===== config.mk =====
export PLATFORM = sky130hd
export DESIGN_NAME = riscv_prog_loader
export DESIGN_NICKNAME = d
export VERILOG_FILES = /design/src/rtl/riscv_prog_loader.sv
export SDC_FILE = /design/constraint.sdc
export NUM_CORES = 1
export LEC_CHECK = 0
export CORE_ASPECT_RATIO = 1.25
export CORE_MARGIN = 3
export CORE_UTILIZATION = 30
export CTS_CLUSTER_SIZE = 14
export DETAILED_ROUTE_END_ITERATION = 16
export GPL_TIMING_DRIVEN = 0
export HOLD_SLACK_MARGIN = 0.15
export PLACE_DENSITY_LB_ADDON = 0.12
export SLEW_MARGIN = 20
export SYNTH_ARGS = -nofsm -noshare
export SYNTH_HDL_FRONTEND = slang
export SYNTH_SLANG_ARGS = --single-unit

===== constraint.sdc =====
create_clock -name clk -period 2.1 [get_ports clk]
set_input_delay 0.42 -clock clk [delete_from_list [all_inputs] [get_ports clk]]
set_output_delay 0.42 -clock clk [all_outputs]
set_load 0.005 [all_outputs]

===== src/rtl/riscv_prog_loader.sv =====
// riscv_prog_loader: writes a length-prefixed byte-stream program into instruction memory, holding the core in reset until it is loaded.
//   clk, rst_n          clock (rising edge), asynchronous active-low reset
//   start               pulse to begin a load (accepted only when idle or done)
//   in_valid/in_data    host byte stream; in_ready marks the cycles a byte is taken
//   mem_we/addr/wd      instruction memory write port, one pulse per assembled word
//   core_rst            active-high reset to the core, low only after a good load
//   busy, done, err     load in progress / last load ok / last load too long
module riscv_prog_loader #(
  parameter int ADDR_W   = 10,
  parameter int BASE_IDX = 0
) (
  input  logic              clk,
  input  logic              rst_n,
  input  logic              start,
  input  logic              in_valid,
  input  logic [7:0]        in_data,
  output logic              in_ready,
  output logic              mem_we,
  output logic [ADDR_W-1:0] mem_addr,
  output logic [31:0]       mem_wd,
  output logic              core_rst,
  output logic              busy,
  output logic              done,
  output logic              err
);
  localparam logic [2:0] IDLE = 3'd0, LEN_LO = 3'd1, LEN_HI = 3'd2, WORD = 3'd3, WRITE = 3'd4, DONE = 3'd5;
  localparam logic [16:0] CAP = 17'((1 << ADDR_W) - BASE_IDX);
  logic [2:0]  state;
  logic [7:0]  len_lo;
  logic [15:0] len, wcnt, len_in;
  logic [1:0]  bcnt;
  logic [23:0] asm_r;
  logic        take;
  assign take     = in_valid & in_ready;
  assign len_in   = {in_data, len_lo};
  assign in_ready = state == LEN_LO || state == LEN_HI || state == WORD;
  assign mem_we   = state == WRITE;
  assign busy     = in_ready | mem_we;
  // start is seen combinationally so the core re-enters reset in the very cycle a reload is accepted
  assign done     = state == DONE && !start;
  assign core_rst = state != DONE || start;
  always_ff @(posedge clk or negedge rst_n) begin
    if (!rst_n) begin
      state    <= IDLE;
      len_lo   <= '0;
      len      <= '0;
      wcnt     <= '0;
      bcnt     <= '0;
      asm_r    <= '0;
      mem_addr <= '0;
      mem_wd   <= '0;
      err      <= 1'b0;
    end else begin
      case (state)
        IDLE, DONE: if (start) begin
          state <= LEN_LO;
          err   <= 1'b0;
        end
        LEN_LO: if (take) begin
          len_lo <= in_data;
          state  <= LEN_HI;
        end
        LEN_HI: if (take) begin
          len  <= len_in;
          wcnt <= '0;
          bcnt <= '0;
          if (len_in == 16'd0) state <= DONE;
          else if ({1'b0, len_in} > CAP) begin
            err   <= 1'b1;
            state <= IDLE;
          end else state <= WORD;
        end
        WORD: if (take) begin
          // bytes arrive LSB first, so shifting in from the top leaves byte k at bits [8k+7:8k]
          bcnt  <= bcnt + 2'd1;
          asm_r <= {in_data, asm_r[23:8]};
          if (bcnt == 2'd3) begin
            mem_wd   <= {in_data, asm_r};
            mem_addr <= ADDR_W'(BASE_IDX) + wcnt[ADDR_W-1:0];
            state    <= WRITE;
          end
        end
        WRITE: begin
          wcnt  <= wcnt + 16'd1;
          state <= (wcnt + 16'd1 == len) ? DONE : WORD;
        end
        default: state <= IDLE;
      endcase
    end
  end
endmodule


==> results of run 1 <==
[cell families after synthesis]
group | count (synthesis)
AO/OA/AOI/OAI | 65
XOR/XNOR | 24
adder cells (fa/ha/maj) | 2
buffers and inverters | 33
flip-flops | 112
multiplexers | 90
AND/OR/NAND/NOR | 92
[area by class of cell]
class	instances	area (µm²)	share of cell area, %
plain buffers	22	143	2.17
clock buffers	9	225	3.43
clock inverters	7	101	1.54
inverters	10	40.0	0.610
multi-input cells	273	2240	34.2
flip-flops and latches	112	2810	42.8
well taps	216	270	4.12
repair buffers	76	737	11.2
[state kept, by name (all words and copies together) (netlist names)]
name	count
len	16
wcnt	16
bcnt	2
mem_addr	10
state	3
mem_wd	32
err	1
asm_r	24
len_lo	8
[per-layer routing]
metal	routed length (µm)	share of wire (%)	track usage (%)	vias up
met3	536	4.3	2.90	23
met4	333	2.7	6.19	0
met1	5440	44	18.2	1775
met5	0	0	0	-
li1	-	-	-	1667
met2	6120	49	22.4	68
[layout by cell type (no fill, tap or decap), drive strengths merged, types with 11 or more instances in the layout]
| cell type | Yosys | routed |
|---|---|---|
| nor2 | 20 | 20 |
| xnor2 | 17 | 17 |
| o21ai | 32 | 32 |
| inv | 10 | 13 |
| clkdlybuf4s50 | 0 | 53 |
| buf | 9 | 27 |
| clkbuf | 14 | 22 |
| dfrtp | 112 | 112 |
| nand2 | 23 | 23 |
| a21oi | 11 | 11 |
| nand3 | 13 | 13 |
| mux2 | 88 | 88 |
[critical path, stage by stage (launching register included)]
cell      delay (ns)
dfrtp_2         0.41
ha_4            0.17
nand4_1         0.22
or4_4           0.60
xnor2_2         0.14
o221ai_2        0.13
nor4_4          0.26
o211ai_1        0.12
[stage by stage]
stage	utilization (%)	TNS [ns]	setup slack, ns	power, mW
after floorplan	-	0	0.0120	4.64
after global placement	36.4	-483.62	-4.28	5.39
after detailed placement	36.6	-49.87	-0.928	5.45
after CTS	39.7	-0.130	-0.0719	7.56
after global routing	39.9	-0.452	-0.236	7.95
final	39.9	-0.169	-0.0924	7.47
[power breakdown]
part | leakage, nW | internal [mW] | total [mW] | switching, mW
sequential | 1.47 | 2.81 | 3.26 | 0.456
combinational | 1.31 | 1.29 | 2.30 | 1.01
clock | 0.158 | 1.06 | 1.90 | 0.841
total | 2.93 | 5.16 | 7.47 | 2.31
[repair_timing]
| item | 4_1_cts | 5_1_grt |
|---|---|---|
| hold buffers | 1 | 0 |
| endpoints found under the setup margin | 96 | 53 |
| hold endpoints to repair | 37 | 0 |
| pin swaps | 5 | 0 |
| buffers inserted | 14 | 1 |
| resized for setup | 35 | 15 |
[worst paths after layout]
check / endpoint / slack [ns] / depth (start not counted)
min in group asynchronous: mem_addr[3] / 0.53 / 2
min: mem_addr[4] / 0.49 / 2
min reg2reg: mem_addr[4] / 0.49 / 2
max: state[1] / -0.09 / 7
max in group asynchronous: wcnt[14] / 0.87 / 3
max reg2reg: state[1] / -0.09 / 7
==> impl_metrics.json, run 1 <==
{
  "totalWireLength_mm": 12.4,
  "die_area_um2": 18700,
  "cts.path.max_buffers": 2,
  "finalSetupViolations": 2,
  "fmax_mhz": 456,
  "worst_pin_slew_ns": 0.692,
  "synth-async-reset-ratio_pct": 100,
  "power.density_nw_per_um2": 1140,
  "synthToLayoutAreaGrowth_pct": 28.3,
  "slew_viol_final": 0,
  "synth_top_family_by_area": "multiplexers",
  "whs_ns": 0.487,
  "hold_path.class": "reg -> reg",
  "synthCells": 418,
  "diodes": 0,
  "grt_pass1_vias": 3704,
  "status": "finished with violations",
  "cp.arrival_ns": 2.42,
  "violations": "setup timing",
  "clk_pin_slew_ns": 0.07,
  "cts.sinks": 112,
  "ys_seq_area_share_pct": 54.7,
  "ys_top_cells_by_area": "dfrtp_1 55%, mux2_2 19%, o21ai_0 3.1%",
  "synth.distinct_cells": 51,
  "place_hpwl_mm": 8.74,
  "io_pins": 60,
  "synth-simple-area-share_pct": 9.87,
  "finalCriticalPeriod_ns": 2.19,
  "peakVddDrop_v": 0.000475,
  "grt_max_degree": 76,
  "insertion_delay_ns": 0.35,
  "finClkSkew_ns": 0.00498,
  "core.rowCount": 52,
  "yosys.area.top_type": "dfrtp_1",
  "drt-pass1-iter-count": 4,
  "rsz0062_at_grt": "yes",
  "cts_buffers": 9,
  "synth_most_common_cell": "dfrtp_1",
  "vias": 3533,
  "path_class": "reg -> reg",
  "synth_compound_gate_area_share_pct": 7.80,
  "wire_per_inst_um": 17.1,
  "vias_per_cell": 4.87,
  "cp_max_fo": 5,
  "hp-start": "mem_addr[4]",
  "ant_nets": 0,
  "syn_avg_cell_area_um2": 12.2,
  "dp.cells": 694,
  "antenna_found_initial": 0,
  "leakagePower_nw": 2.93,
  "syn_nets": 432,
  "cts_tree": "built",
  "yosys_warnings": 0,
  "required_ns": 2.32,
  "instances_no_fill": 725,
  "overflow": 0,
  "ys_ff_latch": 112,
  "finalNetCount": 518,
  "die_x_um": 123,
  "synth_edf_count": 0,
  "drv_cap": 0,
  "startpoint": "wcnt[0]",
  "syn-cell-area_um2": 5120,
  "synthTopCellsByCount": "112 x dfrtp_1, 88 x mux2_2, 32 x o21ai_0",
  "track_usage_pct": 14.0,
  "final_area_um2": 6570,
  "synth_ff_type": "dfrtp_1",
  "start_util_pct": 31.1,
  "worstReg2RegStart": "wcnt[0]",
  "fillers": 1610,
  "slew-limit-headroom_pct": 53.6,
  "synthAdderAreaFrac_pct": 0.489,
  "drive_gt1_share_pct": 33.2,
  "drt_iter0_drc": 186,
  "coreArea_um2": 16500,
  "synthMuxAreaShare_pct": 19.7,
  "synth.top_cell.area_share_pct": 54.7,
  "io_buffers": 59,
  "endpoint_kind": "flip-flop",
  "drc": 0,
  "die_h_um": 152,
  "hold_viol": 0,
  "synth-xor-area-share_pct": 4.25,
  "globalplace.congestion": 0.815,
  "cts_max_level": 3,
  "postPlaceCellArea_um2": 6020,
  "cp-start-kind": "flip-flop",
  "clockRootBuffer": "clkbuf_16",
  "grt_pass1_wl_mm": 20.4,
  "fin_crit_sh_pct": 104,
  "layout_setup_ws_ns": -0.0924
}
Power figures use the tool's default switching activity.
==> run 2: changes to the inputs <==
- CORE_MARGIN: 3 -> 2
==> run 2 against run 1 <==
Net effect:
- the run still ends with setup timing left
- hold slack worse by 0.0046 ns
- wire length increased by 0.93%
- via count rose by 0.25%
- worst setup slack lost 0.040 ns
- register-to-register slack worse by 0.04 ns
- sequential share of layout area rose by 0.51 points
- largest cell class unchanged
- sequential cell count is the same
- core utilization is 1.2 points lower
- total power down 2.7%
- largest power group unchanged
- fmax down 1.8%
- sequential power about the same
==> impl_metrics.json, run 2 (synthesis results as in run 1) <==
{
  "status": "finished with violations",
  "violations": "setup timing",
  "grt_pass1_wl_mm": 20.5,
  "hold_viol": 0,
  "crit_slowest_cell": "or4_4",
  "cts_tree": "built",
  "endpoint_kind": "flip-flop",
  "power.density_nw_per_um2": 1120,
  "final_common_cell": "dfrtp_1",
  "cts_max_level": 3,
  "slew_viol_final": 0,
  "mostFrequentLayoutCells": "107 x dfrtp_1, 88 x mux2_2, 53 x clkdlybuf4s50_1",
  "finalSetupViolations": 2,
  "worstReg2RegEnd": "state[1]",
  "switching_share_pct": 32.3,
  "vias": 3542,
  "ant_nets": 0,
  "totalWireLength_mm": 12.5,
  "track_usage_pct": 14.7,
  "vias_per_cell": 4.89,
  "startpoint": "wcnt[1]",
  "die_h_um": 150,
  "pwr-share-seq_pct": 44.9,
  "largest_register_ffs": 32,
  "die_x_um": 121,
  "place_hpwl_mm": 8.78,
  "clockRootBuffer": "clkbuf_16",
  "whs_ns": 0.482,
  "pre_cts_ws_ns": -1.01,
  "cts.sinks": 112,
  "rsz0062_at_grt": "yes",
  "setup_tns_ns": -0.247,
  "drt-pass1-iter-count": 4,
  "path_class": "reg -> reg",
  "die_area_um2": 18100,
  "crit_chain": "ha_4, nand4_1, or4_4, xnor2_2, o221ai_2, nor4_4, o211ai_1",
  "finalCriticalPeriod_ns": 2.23,
  "leakagePower_nw": 2.89,
  "drv_cap": 0,
  "fmax_mhz": 448,
  "clk_pin_slew_ns": 0.08,
  "registers.top_by_ff_count": "mem_wd",
  "worstRegToRegCells": 7,
  "slew-limit-headroom_pct": 53.5,
  "peakVddDrop_v": 0.000411,
  "diodes": 0,
  "hp-start": "mem_addr[4]",
  "worst_pin_slew_ns": 0.694,
  "slowest_delay_ns": 0.61,
  "holdPathStages": 2,
  "fin_crit_sh_pct": 106,
  "drc": 0,
  "cp_max_fo": 4,
  "drive_gt1_share_pct": 32.7,
  "io_buffers": 59,
  "start_util_pct": 30.5,
  "p_switching_mw": 2.35,
  "antenna_found_initial": 0,
  "grt_max_degree": 72,
  "required_ns": 2.32,
  "insertion_delay_ns": 0.35,
  "intPower_mw": 4.92,
  "overflow": 0,
  "io_pins": 60,
  "synthToLayoutAreaGrowth_pct": 26.8,
  "cts_buffers": 9,
  "core.rowCount": 53,
  "globalplace.congestion": 0.851,
  "worstReg2RegStart": "wcnt[1]",
  "largestRegisters": "mem_wd: 32 flops, asm_r: 24 flops",
  "wire_per_inst_um": 17.3,
  "cts.path.max_buffers": 2,
  "comb_power_share_pct": 31.6,
  "cp.arrival_ns": 2.45,
  "min_to": "mem_addr[4]",
  "cp-start-kind": "flip-flop",
  "clkPwrFrac_pct": 23.5,
  "drt_iter0_drc": 155,
  "r2r_setup_slack_ns": -0.13,
  "layout_setup_ws_ns": -0.133,
  "grt_pass1_vias": 3718,
  "finalNetCount": 514,
  "hold_path.class": "reg -> reg",
  "finClkSkew_ns": 0.00749,
  "coreArea_um2": 16800
}
[run 2: changes by cell type in the layout (fill, tap and decap cells not counted), moves of 2 or more]
cell / previous run / this run
bufinv_16: 2 / 0
buf_4: 16 / 14
inv_8: 1 / 3
buf_2: 4 / 2
[run 2: area by class of cell]
type	count	area (µm²)
buffer	21	143
clock buffer	9	225
clock inverter	7	62.6
fill	1635	10300
inverter	10	37.5
multi-input combinational	273	2230
sequential	112	2810
tap	220	275
timing repair buffer	73	713
[run 2: worst max-delay path: cells and delay by family (launching register included)]
family                   cells  cell delay [ns]
flip-flops                   1             0.41
adder cells (fa/ha/maj)      1             0.16
AND/OR/NAND/NOR              3             1.10
AO/OA/AOI/OAI                2             0.27
XOR/XNOR                     1             0.17
[run 2: what timing repair did]
item                                    4_1_cts  5_1_grt
setup buffers                                12        0
resized for setup                            34       13
hold endpoints to repair                     41        0
hold buffers                                  1        0
pin swaps                                     5        0
endpoints found under the setup margin       96       68
[run 2: worst max path at each step]
stage / endpoint / slack, ns / cells after the start
6_report: state[1] / -0.13 / 7
3_3_place_gp: wcnt[0] / -4.31 / 1
5_1_grt: state[1] / -0.17 / 7
4_1_cts: state[1] / -0.09 / 7
2_1_floorplan: state[1] / 0.01 / 7
3_5_place_dp: wcnt[11] / -1.01 / 8
[run 2: power groups by stage]
stage	sequential [mW]	combinational (mW)	clock (mW)
final	3.26	2.29	1.71
after global routing	3.36	2.52	1.85
after CTS	3.27	2.31	1.77
after detailed placement	3.31	2.15	0
after global placement	3.29	2.10	0
after floorplan	3.17	1.48	0
[run 2: stage by stage]
step / power (mW) / instances / cell area [µm²] / utilization, %
6_report: 7.27 / 725 / 6490 / 38.7
3_5_place_dp: 5.46 / 698 / 6030 / 35.9
4_1_cts: 7.35 / 726 / 6480 / 38.6
2_1_floorplan: 4.64 / 418 / 5130 / -
5_1_grt: 7.74 / 725 / 6490 / 38.7
3_3_place_gp: 5.40 / 697 / 6000 / 35.8
[run 2: layer usage]
metal / GRT usage, % / share of wire, %
met2: 23.7 / 48
met1: 18.7 / 44
met4: 5.41 / 2.2
met3: 4.15 / 4.8
met5: 0 / 0
==> run 3: changes to the inputs <==
- ABC_CLOCK_PERIOD_IN_PS: unset -> 2500
- clock period: 2.1 -> 2.5 ns (I/O delays scaled with it)
==> run 3 against run 2 <==
Net effect:
- first-iteration DRC count fell by 16%
- critical path depth fell by 2
- sequential cell count stayed put
- clock power down 16%
- highest routed layer unchanged
- critical endpoint is now mem_we
- the flow now finishes without violations
- worst setup slack gained 0.26 ns
- clock-buffer cell count grew 1
- register-to-register slack gained 0.32 ns
- global-route usage fell by 0.12 points
==> impl_metrics.json, run 3 (synthesis results as in run 1) <==
{
  "largest_register_ffs": 32,
  "finalNetCount": 512,
  "place_hpwl_mm": 8.65,
  "setup_tns_ns": 0,
  "required_ns": 2.00,
  "drv_cap": 0,
  "worstReg2RegEnd": "state[1]",
  "cp.arrival_ns": 1.87,
  "status": "completed",
  "wire_per_inst_um": 16.9,
  "peakVddDrop_v": 0.000363,
  "drive_gt1_share_pct": 29.2,
  "layout_setup_ws_ns": 0.126,
  "finalCriticalPeriod_ns": 2.37,
  "clkPwrFrac_pct": 23.8,
  "cts.sinks": 112,
  "crit_path_end": "mem_we",
  "switching_share_pct": 31.7,
  "vias_per_cell": 4.85,
  "comb_power_share_pct": 30.6,
  "vias": 3507,
  "insertion_delay_ns": 0.36,
  "leakagePower_nw": 2.88,
  "cts_max_level": 3,
  "finalSetupViolations": 0,
  "grt_max_degree": 76,
  "antenna_found_initial": 0,
  "intPower_mw": 4.11,
  "cts_buffers": 9,
  "drt_iter0_drc": 130,
  "cts_tree": "built",
  "drt-pass1-iter-count": 4,
  "holdPathStages": 2,
  "pwr-share-seq_pct": 45.6,
  "grt_pass1_vias": 3640,
  "fin_crit_sh_pct": 95.0,
  "cp_max_fo": 5,
  "synthToLayoutAreaGrowth_pct": 25.7,
  "clockRootBuffer": "clkbuf_16",
  "rsz0062_at_grt": "no",
  "finClkSkew_ns": 0.00922,
  "track_usage_pct": 14.6,
  "endpoint_kind": "output port",
  "largestRegisters": "mem_wd: 32 flops, asm_r: 24 flops",
  "worst_pin_slew_ns": 0.692,
  "cts.path.max_buffers": 2,
  "drc": 0,
  "diodes": 0,
  "cp-start-kind": "flip-flop",
  "mostFrequentLayoutCells": "109 x dfrtp_1, 88 x mux2_2, 57 x clkdlybuf4s50_1",
  "hold_viol": 0,
  "worstReg2RegStart": "wcnt[1]",
  "worstRegToRegCells": 8,
  "clk_pin_slew_ns": 0.08,
  "start_util_pct": 30.5,
  "grt_pass1_wl_mm": 20.1,
  "power.density_nw_per_um2": 936,
  "globalplace.congestion": 0.858,
  "die_area_um2": 18100,
  "registers.top_by_ff_count": "mem_wd",
  "totalWireLength_mm": 12.2,
  "io_pins": 60,
  "startpoint": "state[0]",
  "die_x_um": 121,
  "fmax_mhz": 421,
  "pre_cts_ws_ns": -0.686,
  "slew_viol_final": 0,
  "p_switching_mw": 1.91,
  "hold_path.class": "reg -> reg",
  "slew-limit-headroom_pct": 53.6,
  "core.rowCount": 53,
  "io_buffers": 59,
  "ant_nets": 0,
  "overflow": 0,
  "r2r_setup_slack_ns": 0.19,
  "die_h_um": 150,
  "final_common_cell": "dfrtp_1",
  "path_class": "reg -> out",
  "coreArea_um2": 16800
}
[run 3: per-layer routing]
metal  track usage [%]  share of wire [%]  vias up
met4              5.93                2.4        0
met5                 0                  0        -
li1                  -                  -     1663
met3              3.66                4.8       21
met1              18.4                 44     1746
met2              23.8                 48       77
[run 3: final cells by class]
type                            count  area, µm²
Clock inverter                      6       60.1
Fill cell                        1647      10300
Tap cell                          220        275
Sequential cell                   112       2810
Buffer                             21        121
Clock buffer                       10        229
Inverter                           10       37.5
Multi-Input combinational cell    273       2200
Timing Repair Buffer               71        703
[run 3: metrics by stage]
step	total power, mW	std cells	area (µm²)	util [%]	hold WS [ns]
finish	6.02	723	6430	38.3	0.487
detailed placement	4.57	698	6010	35.8	0.438
global placement	4.52	697	5990	35.7	0.469
global route	6.45	723	6430	38.3	0.520
CTS	6.07	716	6350	37.9	0.499
floorplan	3.89	418	5120	-	0.204
[run 3: critical path, cell delays in order, from the launching register on]
cell and delay [ns]:
dfrtp_2 0.47, nor2_4 0.16, nand2_1 0.11, inv_1 0.14, buf_6 0.14, clkdlybuf4s50_1 0.50
[run 3: power by group through the flow]
| stage | Sequential [mW] | Combinational, mW | Clock [mW] |
|---|---|---|---|
| CTS | 2.76 | 1.84 | 1.48 |
| finish | 2.75 | 1.84 | 1.43 |
| detailed placement | 2.78 | 1.80 | 0 |
| global placement | 2.76 | 1.76 | 0 |
| floorplan | 2.66 | 1.23 | 0 |
| global route | 2.84 | 2.05 | 1.56 |
[run 3: how the worst min path moves through the flow]
stage | from | to | slack [ns]
5_1_grt | mem_wd[29] | mem_wd[29] | 0.52
3_3_place_gp | bcnt[1] | bcnt[1] | 0.47
3_5_place_dp | rst_n | mem_addr[3] | 0.44
4_1_cts | mem_addr[4] | mem_addr[4] | 0.50
2_1_floorplan | rst_n | asm_r[0] | 0.20
6_report | mem_addr[4] | mem_addr[4] | 0.49
[run 3: repair_timing]
action	in CTS	in global routing
pin swaps	1	3
hold buffers	1	0
hold endpoints to repair	37	0
setup buffers	1	9
resized for setup	10	12
setup endpoints to repair	21	29
